<file path="src/rtl/eq_fir_pkg.sv">
// Shared constants, width helpers, saturation and FSM state type for the
// time-multiplexed equalizer FIR (optional EQ_COEF_DOUBLE_BUF_EN adds coefficient banking).
package eq_fir_pkg;

    localparam int DW   = 24;
    localparam int CW   = 12;
    localparam int FRAC = 11;
    localparam int PW   = DW + CW;
    localparam int SATW = 64;

    typedef enum logic [1:0] {
        S_IDLE,
        S_MAC,
        S_DRAIN,
        S_EMIT
    } state_t;

    function automatic int clog2(input int v);
        int r = 0;
        while ((1 << r) < v) r = r + 1;
        return r;
    endfunction

    function automatic int sel_w(input int v);
        return (v > 1) ? clog2(v) : 1;
    endfunction

    function automatic int acc_w(input int dw, input int cw, input int n);
        return dw + cw + clog2(n);
    endfunction

    function automatic logic signed [DW-1:0] sat_shift(input logic signed [SATW-1:0] acc,
                                                       input int frac, input int dw);
        logic signed [SATW-1:0] sh;
        logic signed [SATW-1:0] hi;
        logic signed [SATW-1:0] lo;
        sh = acc >>> frac;
        hi = (64'sd1 <<< (dw - 1)) - 64'sd1;
        lo = -(64'sd1 <<< (dw - 1));
        if (sh > hi) sh = hi;
        else if (sh < lo) sh = lo;
        return sh[DW-1:0];
    endfunction

endpackage

</file>
<file path="src/rtl/eq_fir_mac_unit.sv">
// Registered multiply, per-band accumulate with clear on the first tap,
// and saturated band result registers.
module eq_fir_mac_unit
    import eq_fir_pkg::*;
#(
    parameter int AW    = 41,
    parameter int BANDS = 3,
    parameter int BW    = 2
) (
    input  logic                 clk,
    input  logic                 rst,
    input  logic                 vld_p0,
    input  logic                 first_p0,
    input  logic                 last_p0,
    input  logic [BW-1:0]        band_p0,
    input  logic signed [DW-1:0] smp_p0,
    input  logic signed [CW-1:0] coef_p0,
    output logic                 out_valid,
    output logic                 out_last,
    output logic [BW-1:0]        out_band,
    output logic signed [DW-1:0] out_data
);

    logic signed [PW-1:0] prod_p1;
    logic                 vld_p1;
    logic                 first_p1;
    logic                 last_p1;
    logic [BW-1:0]        band_p1;
    logic signed [AW-1:0] acc_p2;
    logic signed [AW-1:0] prod_ext;
    logic signed [AW-1:0] acc_sum;

    // p0 -> p1: product register
    always_ff @(posedge clk) begin
        prod_p1  <= PW'(smp_p0) * PW'(coef_p0);
        first_p1 <= first_p0;
        last_p1  <= last_p0;
        band_p1  <= band_p0;
        if (rst) vld_p1 <= 1'b0;
        else     vld_p1 <= vld_p0;
    end

    assign prod_ext = {{(AW-PW){prod_p1[PW-1]}}, prod_p1};
    assign acc_sum  = first_p1 ? prod_ext : acc_p2 + prod_ext;

    // p1 -> p2: accumulator and band result
    always_ff @(posedge clk) begin
        if (rst) begin
            acc_p2    <= '0;
            out_valid <= 1'b0;
            out_last  <= 1'b0;
            out_band  <= '0;
            out_data  <= '0;
        end else begin
            out_valid <= vld_p1 && last_p1;
            if (vld_p1) acc_p2 <= acc_sum;
            if (vld_p1 && last_p1) begin
                out_data <= sat_shift({{(SATW-AW){acc_sum[AW-1]}}, acc_sum}, FRAC, DW);
                out_band <= band_p1;
                out_last <= (band_p1 == BW'(BANDS - 1));
            end
        end
    end

endmodule

</file>
<file path="src/rtl/eq_fir_band_scheduler.sv">
// Sequences one shared MAC over BANDS x N taps from a common circular delay line.
// EQ_COEF_DOUBLE_BUF_EN: shadow/active coefficient banks swapped at sample acceptance.
module eq_fir_band_scheduler
    import eq_fir_pkg::*;
#(
    parameter  int N     = 31,
    parameter  int BANDS = 3,
    localparam int TW    = clog2(N),
    localparam int BW    = sel_w(BANDS),
    localparam int AW    = acc_w(DW, CW, N)
) (
    input  logic                 clk,
    input  logic                 rst,
    input  logic                 sample_valid,
    input  logic signed [DW-1:0] sample_in,
    output logic                 busy,
    input  logic                 coef_we,
    input  logic [BW-1:0]        coef_band,
    input  logic [TW-1:0]        coef_idx,
    input  logic signed [CW-1:0] coef_data,
    output logic                 out_valid,
    output logic [BW-1:0]        out_band,
    output logic signed [DW-1:0] out_data,
    output logic                 out_last,
    output logic                 overrun,
    input  logic                 clear_overrun
`ifdef EQ_COEF_DOUBLE_BUF_EN
    ,
    input  logic                 coef_swap,
    output logic                 swap_pending
`endif
);

    state_t               state;
    logic [TW-1:0]        wp;
    logic [TW-1:0]        wp_nxt;
    logic [TW-1:0]        tap;
    logic [BW-1:0]        band;
    logic [TW-1:0]        rd_idx;
    logic [TW:0]          rd_sum;
    logic                 coef_ok;
    logic signed [DW-1:0] dly [N];
    logic signed [DW-1:0] smp_p0;
    logic signed [CW-1:0] coef_p0;
    logic                 vld_p0;
    logic                 first_p0;
    logic                 last_p0;

`ifdef EQ_COEF_DOUBLE_BUF_EN
    logic signed [CW-1:0] coef [2][BANDS][N];
    logic                 bank_sel;
    logic                 shadow_sel;
    assign shadow_sel = ~bank_sel;
    assign coef_p0    = coef[bank_sel][band][tap];
`else
    logic signed [CW-1:0] coef [BANDS][N];
    assign coef_p0 = coef[band][tap];
`endif

    assign wp_nxt  = (wp == TW'(N - 1)) ? '0 : wp + 1'b1;
    // Newest sample sits at wp; older taps walk backwards and wrap below zero.
    assign rd_sum  = {1'b0, wp} + (TW+1)'(N) - {1'b0, tap};
    assign rd_idx  = (wp >= tap) ? (wp - tap) : rd_sum[TW-1:0];
    assign smp_p0  = dly[rd_idx];
    assign vld_p0  = (state == S_MAC);
    assign first_p0 = (tap == '0);
    assign last_p0  = (tap == TW'(N - 1));
    assign coef_ok  = (int'(coef_band) < BANDS) && (int'(coef_idx) < N);

    always_ff @(posedge clk) begin
        if (rst) begin
            state   <= S_IDLE;
            wp      <= '0;
            tap     <= '0;
            band    <= '0;
            busy    <= 1'b0;
            overrun <= 1'b0;
            for (int i = 0; i < N; i++) dly[i] <= '0;
`ifdef EQ_COEF_DOUBLE_BUF_EN
            bank_sel     <= 1'b0;
            swap_pending <= 1'b0;
`endif
        end else begin
            // A fresh overrun outranks a simultaneous clear.
            if (sample_valid && busy) overrun <= 1'b1;
            else if (clear_overrun)   overrun <= 1'b0;
`ifdef EQ_COEF_DOUBLE_BUF_EN
            if (coef_swap) swap_pending <= 1'b1;
`endif
            case (state)
                S_IDLE: begin
                    if (sample_valid) begin
                        wp          <= wp_nxt;
                        dly[wp_nxt] <= sample_in;
                        tap         <= '0;
                        band        <= '0;
                        busy        <= 1'b1;
                        state       <= S_MAC;
`ifdef EQ_COEF_DOUBLE_BUF_EN
                        if (swap_pending || coef_swap) begin
                            bank_sel     <= ~bank_sel;
                            swap_pending <= 1'b0;
                        end
`endif
                    end
                end
                S_MAC: begin
                    if (tap == TW'(N - 1)) begin
                        tap <= '0;
                        if (band == BW'(BANDS - 1)) state <= S_DRAIN;
                        else                        band  <= band + 1'b1;
                    end else begin
                        tap <= tap + 1'b1;
                    end
                end
                S_DRAIN: state <= S_EMIT;
                S_EMIT: begin
                    state <= S_IDLE;
                    busy  <= 1'b0;
                end
                default: state <= S_IDLE;
            endcase
        end
    end

    always_ff @(posedge clk) begin
        if (rst) begin
`ifdef EQ_COEF_DOUBLE_BUF_EN
            for (int s = 0; s < 2; s++)
                for (int b = 0; b < BANDS; b++)
                    for (int k = 0; k < N; k++) coef[s][b][k] <= '0;
`else
            for (int b = 0; b < BANDS; b++)
                for (int k = 0; k < N; k++) coef[b][k] <= '0;
`endif
        end else if (coef_we && coef_ok) begin
`ifdef EQ_COEF_DOUBLE_BUF_EN
            coef[shadow_sel][coef_band][coef_idx] <= coef_data;
`else
            coef[coef_band][coef_idx] <= coef_data;
`endif
        end
    end

    eq_fir_mac_unit #(
        .AW    (AW),
        .BANDS (BANDS),
        .BW    (BW)
    ) u_mac (
        .clk       (clk),
        .rst       (rst),
        .vld_p0    (vld_p0),
        .first_p0  (first_p0),
        .last_p0   (last_p0),
        .band_p0   (band),
        .smp_p0    (smp_p0),
        .coef_p0   (coef_p0),
        .out_valid (out_valid),
        .out_last  (out_last),
        .out_band  (out_band),
        .out_data  (out_data)
    );

endmodule
</file>
<file path="config.mk">
export PLATFORM = sky130hd
export DESIGN_NAME = eq_fir_band_scheduler
export DESIGN_NICKNAME = d
export VERILOG_FILES = /design/src/rtl/eq_fir_pkg.sv /design/src/rtl/eq_fir_mac_unit.sv /design/src/rtl/eq_fir_band_scheduler.sv
export SDC_FILE = /design/constraint.sdc
export NUM_CORES = 2
export LEC_CHECK = 0
export CORE_MARGIN = 4
export CORE_UTILIZATION = 65
export CTS_CLUSTER_DIAMETER = 200
export DETAILED_ROUTE_END_ITERATION = 8
export HOLD_SLACK_MARGIN = 0.08
export PLACE_DENSITY = 0.82
export SYNTH_ARGS = -nofsm -noshare
export SYNTH_HDL_FRONTEND = slang
export SYNTH_SLANG_ARGS = --single-unit
</file>
<file path="constraint.sdc">
create_clock -name clk -period 26.3 [get_ports clk]
set_clock_uncertainty 0.2 [all_clocks]
set_input_delay 3.945 -clock clk [delete_from_list [all_inputs] [get_ports clk]]
set_output_delay 3.945 -clock clk [all_outputs]
set_load 0.005 [all_outputs]
</file>
==> reports/metrics.yaml <==
worstPathArrival_ps: 12860
synth-xor-area-share: 0.00656
clockBufferDepth: 3
max_stage_delay_ps: 740
timing.final.crit_share: 0.469
maxSlewViolCount: 0
yosys.area.top_type: "edfxtp_1"
async_reset_ff_frac: 0
cts_buffers: 228
synthCells: 8056
finalSetupViolations: 0
synth_area_leaders: "edfxtp_1 60%, mux4_2 9.6%, fa_1 4.6%"
worst-setup-path-type: "reg -> reg"
slew_headroom: 0.0757
die_h_um: 426
antenna_found_initial: 11
drtIter0Drc: 10500
min_path_type: "reg -> reg"
cp_slowest_cell: "buf_4"
cts_setup_buffers: 0
yosys_warnings: 0
hold_violations: 0
tritoncts: "done"
synth-simple-area-share: 0.120
dieArea_um2: 181000
final_layout_size_suffix_gt1_frac: 0.137
wl_mm: 311
dr.pass1.iters: 7
wl_per_cell_um: 28.9
vias_per_cell: 6.64
holdPathStages: 0
ys_seq_elements: 2384
ctsHoldBuffers: 0
start_util: 0.653
reg2reg_depth: 37
rows: 153
cts-root-buf: "clkbuf_16"
ant_nets: 0
synth_top_family_by_area: "simple AND/OR/NAND/NOR gates"
fin_crit_ps: 12330
synth_fa_ha_area_frac: 0.0605
clock_sinks: 2384
holdPathEnd: "u_mac.band_p1[1]"
grt_max_degree: 142
die_w_um: 426
path_max_fanout: 132
cp.required_ps: 26830
grt_pass1_wl_mm: 466
synth_area_um2: 114000
grt_overflow: 0
rsz0062_at_grt: "false"
r2r_slack_ps: 13970
ys.flop_type: "edfxtp_1"
cpMostUsedCell: "fa_1"
cp-end-kind: "register"
cap_violations: 0
clk_latency_ps: 910
tightest_slew_ps: 1380
rr_endpoint: "u_mac.prod_p1[35]"
synth_top_area_frac: 0.597
place.gp.congestion: 0.878
nNetsFinal: 8681
run_status: "finished, final reports clean"
drc: 0
synth.avg_cell_area_um2: 14.1
synth_cell_types: 91
cts_resized: 0
area_delta_synth_final_pct: 9.66
reg2reg_from: "tap[0]"
vias: 71500
cts.clk_slew.worst_paths_ps: 60
htreeDepth: 4
first_global_vias: 73700
core_area_um2: 174000
ios: 78
min_from: "band[1]"
tns_ps: 0
synth_edf_count: 2256
start_kind: "register"
clock.fmax_mhz: 81.1
numPortBuffers: 77
track_usage: 0.348
dpl.hpwl_mm: 180
synthMuxAreaShare: 0.101
fill_cells: 10600
synth_seq_area_share: 0.619
synth_compound_area_frac: 0.0565
how the worst max path moves through the flow:
stage / start / end / slack (ps) / cells after the start
6_report: tap[0] / u_mac.prod_p1[35] / 13970 / 37
3_5_place_dp: tap[0] / u_mac.prod_p1[35] / 14330 / 34
4_1_cts: tap[0] / u_mac.prod_p1[35] / 14210 / 34
2_1_floorplan: tap[1] / u_mac.prod_p1[35] / 16600 / 40
5_1_grt: tap[0] / u_mac.prod_p1[35] / 13640 / 36
3_3_place_gp: tap[0] / u_mac.prod_p1[35] / 14690 / 37
final cells by class:
type / count / area (um^2) / area share
sequential: 2384 / 70300 / 0.565
multi-input combinational: 5050 / 40800 / 0.328
clock buffer: 280 / 5980 / 0.0481
tap: 2325 / 2910 / 0.0234
timing repair buffer: 225 / 1960 / 0.0157
inverter: 352 / 1330 / 0.0107
clock inverter: 139 / 1190 / 0.00957
antenna: 6 / 15.0 / 0.000121
stage by stage:
step	instances	cell area (um^2)	setup slack, ps	utilization	hold slack, ps
after floorplan	8427	115000	16600	-	155
after global placement	10300	117000	14690	0.675	175
after detailed placement	10300	117000	14330	0.675	177
after CTS	10800	124000	14210	0.716	226
after global routing	10800	124000	13640	0.716	235
final	10800	124000	13970	0.716	229
critical path, delay by kind of cell (launching register included):
kind            cells  cell delay (ps)
xor+xnor            1               90
fa+ha+maj           7             3050
buf+inv             6             2100
compound gates     19             5120
flops               1              380
simple gates        4             1010
kinds of logic after synthesis:
group,Yosys count
simple gates,2751
buf+inv,993
fa+ha+maj,392
xor+xnor,82
compound gates,915
other cells,1
flops,2384
mux,538
metal layers:
| metal | global-route usage | vias to the layer above | part of all wire |
|---|---|---|---|
| met2 | 0.554 | 5478 | 0.47 |
| met3 | 0.0830 | 1199 | 0.13 |
| met1 | 0.447 | 35500 | 0.33 |
| met4 | 0.194 | 4 | 0.070 |
| met5 | 0 | - | 0.000087 |
| li1 | - | 29300 | - |
placed cells by master (no fill, tap or decap), types with 50 or more instances in the layout:
master           synthesis  routed
a211oi_1                72      72
dfxtp_1                128     123
nor2_1                1050    1046
a31oi_1                103     102
ha_1                   130     130
fa_1                   262     262
conb_1                   1     372
edfxtp_1              2256    2256
clkbuf_16                0     229
inv_1                  348     336
clkdlybuf4s50_1          0      73
nand2_1                385     373
buf_4                   18     141
xnor2_1                 58      54
nand2b_1               139     139
a311oi_1                50      50
o22ai_1                237     237
and2_1                 763     762
a21oi_1                173     173
or2_1                  170     170
mux4_2                 483     483
Yosys cell counts (18+ instances only):
library cell  count
edfxtp_1       2256
nor2_1         1050
and2_1          763
mux4_2          483
clkbuf_1        430
nand2_1         385
inv_1           348
fa_1            262
o22ai_1         237
a21oi_1         173
or2_1           170
nand2b_1        139
buf_2           136
ha_1            130
dfxtp_1         128
a31oi_1         103
a211oi_1         72
xnor2_1          58
a311oi_1         50
nor3_1           49
mux2i_1          48
nor2b_1          48
o21ai_0          47
or2_2            47
a21o_1           37
buf_1            35
o211ai_1         27
nand3_1          24
xor2_1           22
buf_6            21
nor4_1           19
o21ai_1          19
buf_4            18
o211ai_2         18
o41ai_2          18
flip-flops by register name, indices dropped and copies added (netlist names), named ones only:
signal,cells
state,2
busy,1
tap,5
u_mac.first_p1,1
u_mac.prod_p1,36
u_mac.vld_p1,1
u_mac.band_p1,2
u_mac.acc_p2,41
u_mac.out_last,1
wp,5
u_mac.out_band,2
coef,1488
u_mac.out_valid,1
u_mac.out_data,24
dly,768
overrun,1
u_mac.last_p1,1
band,2
Power is not shown: default switching activity piles up to over one toggle a cycle in this logic, so the estimate is an artifact.
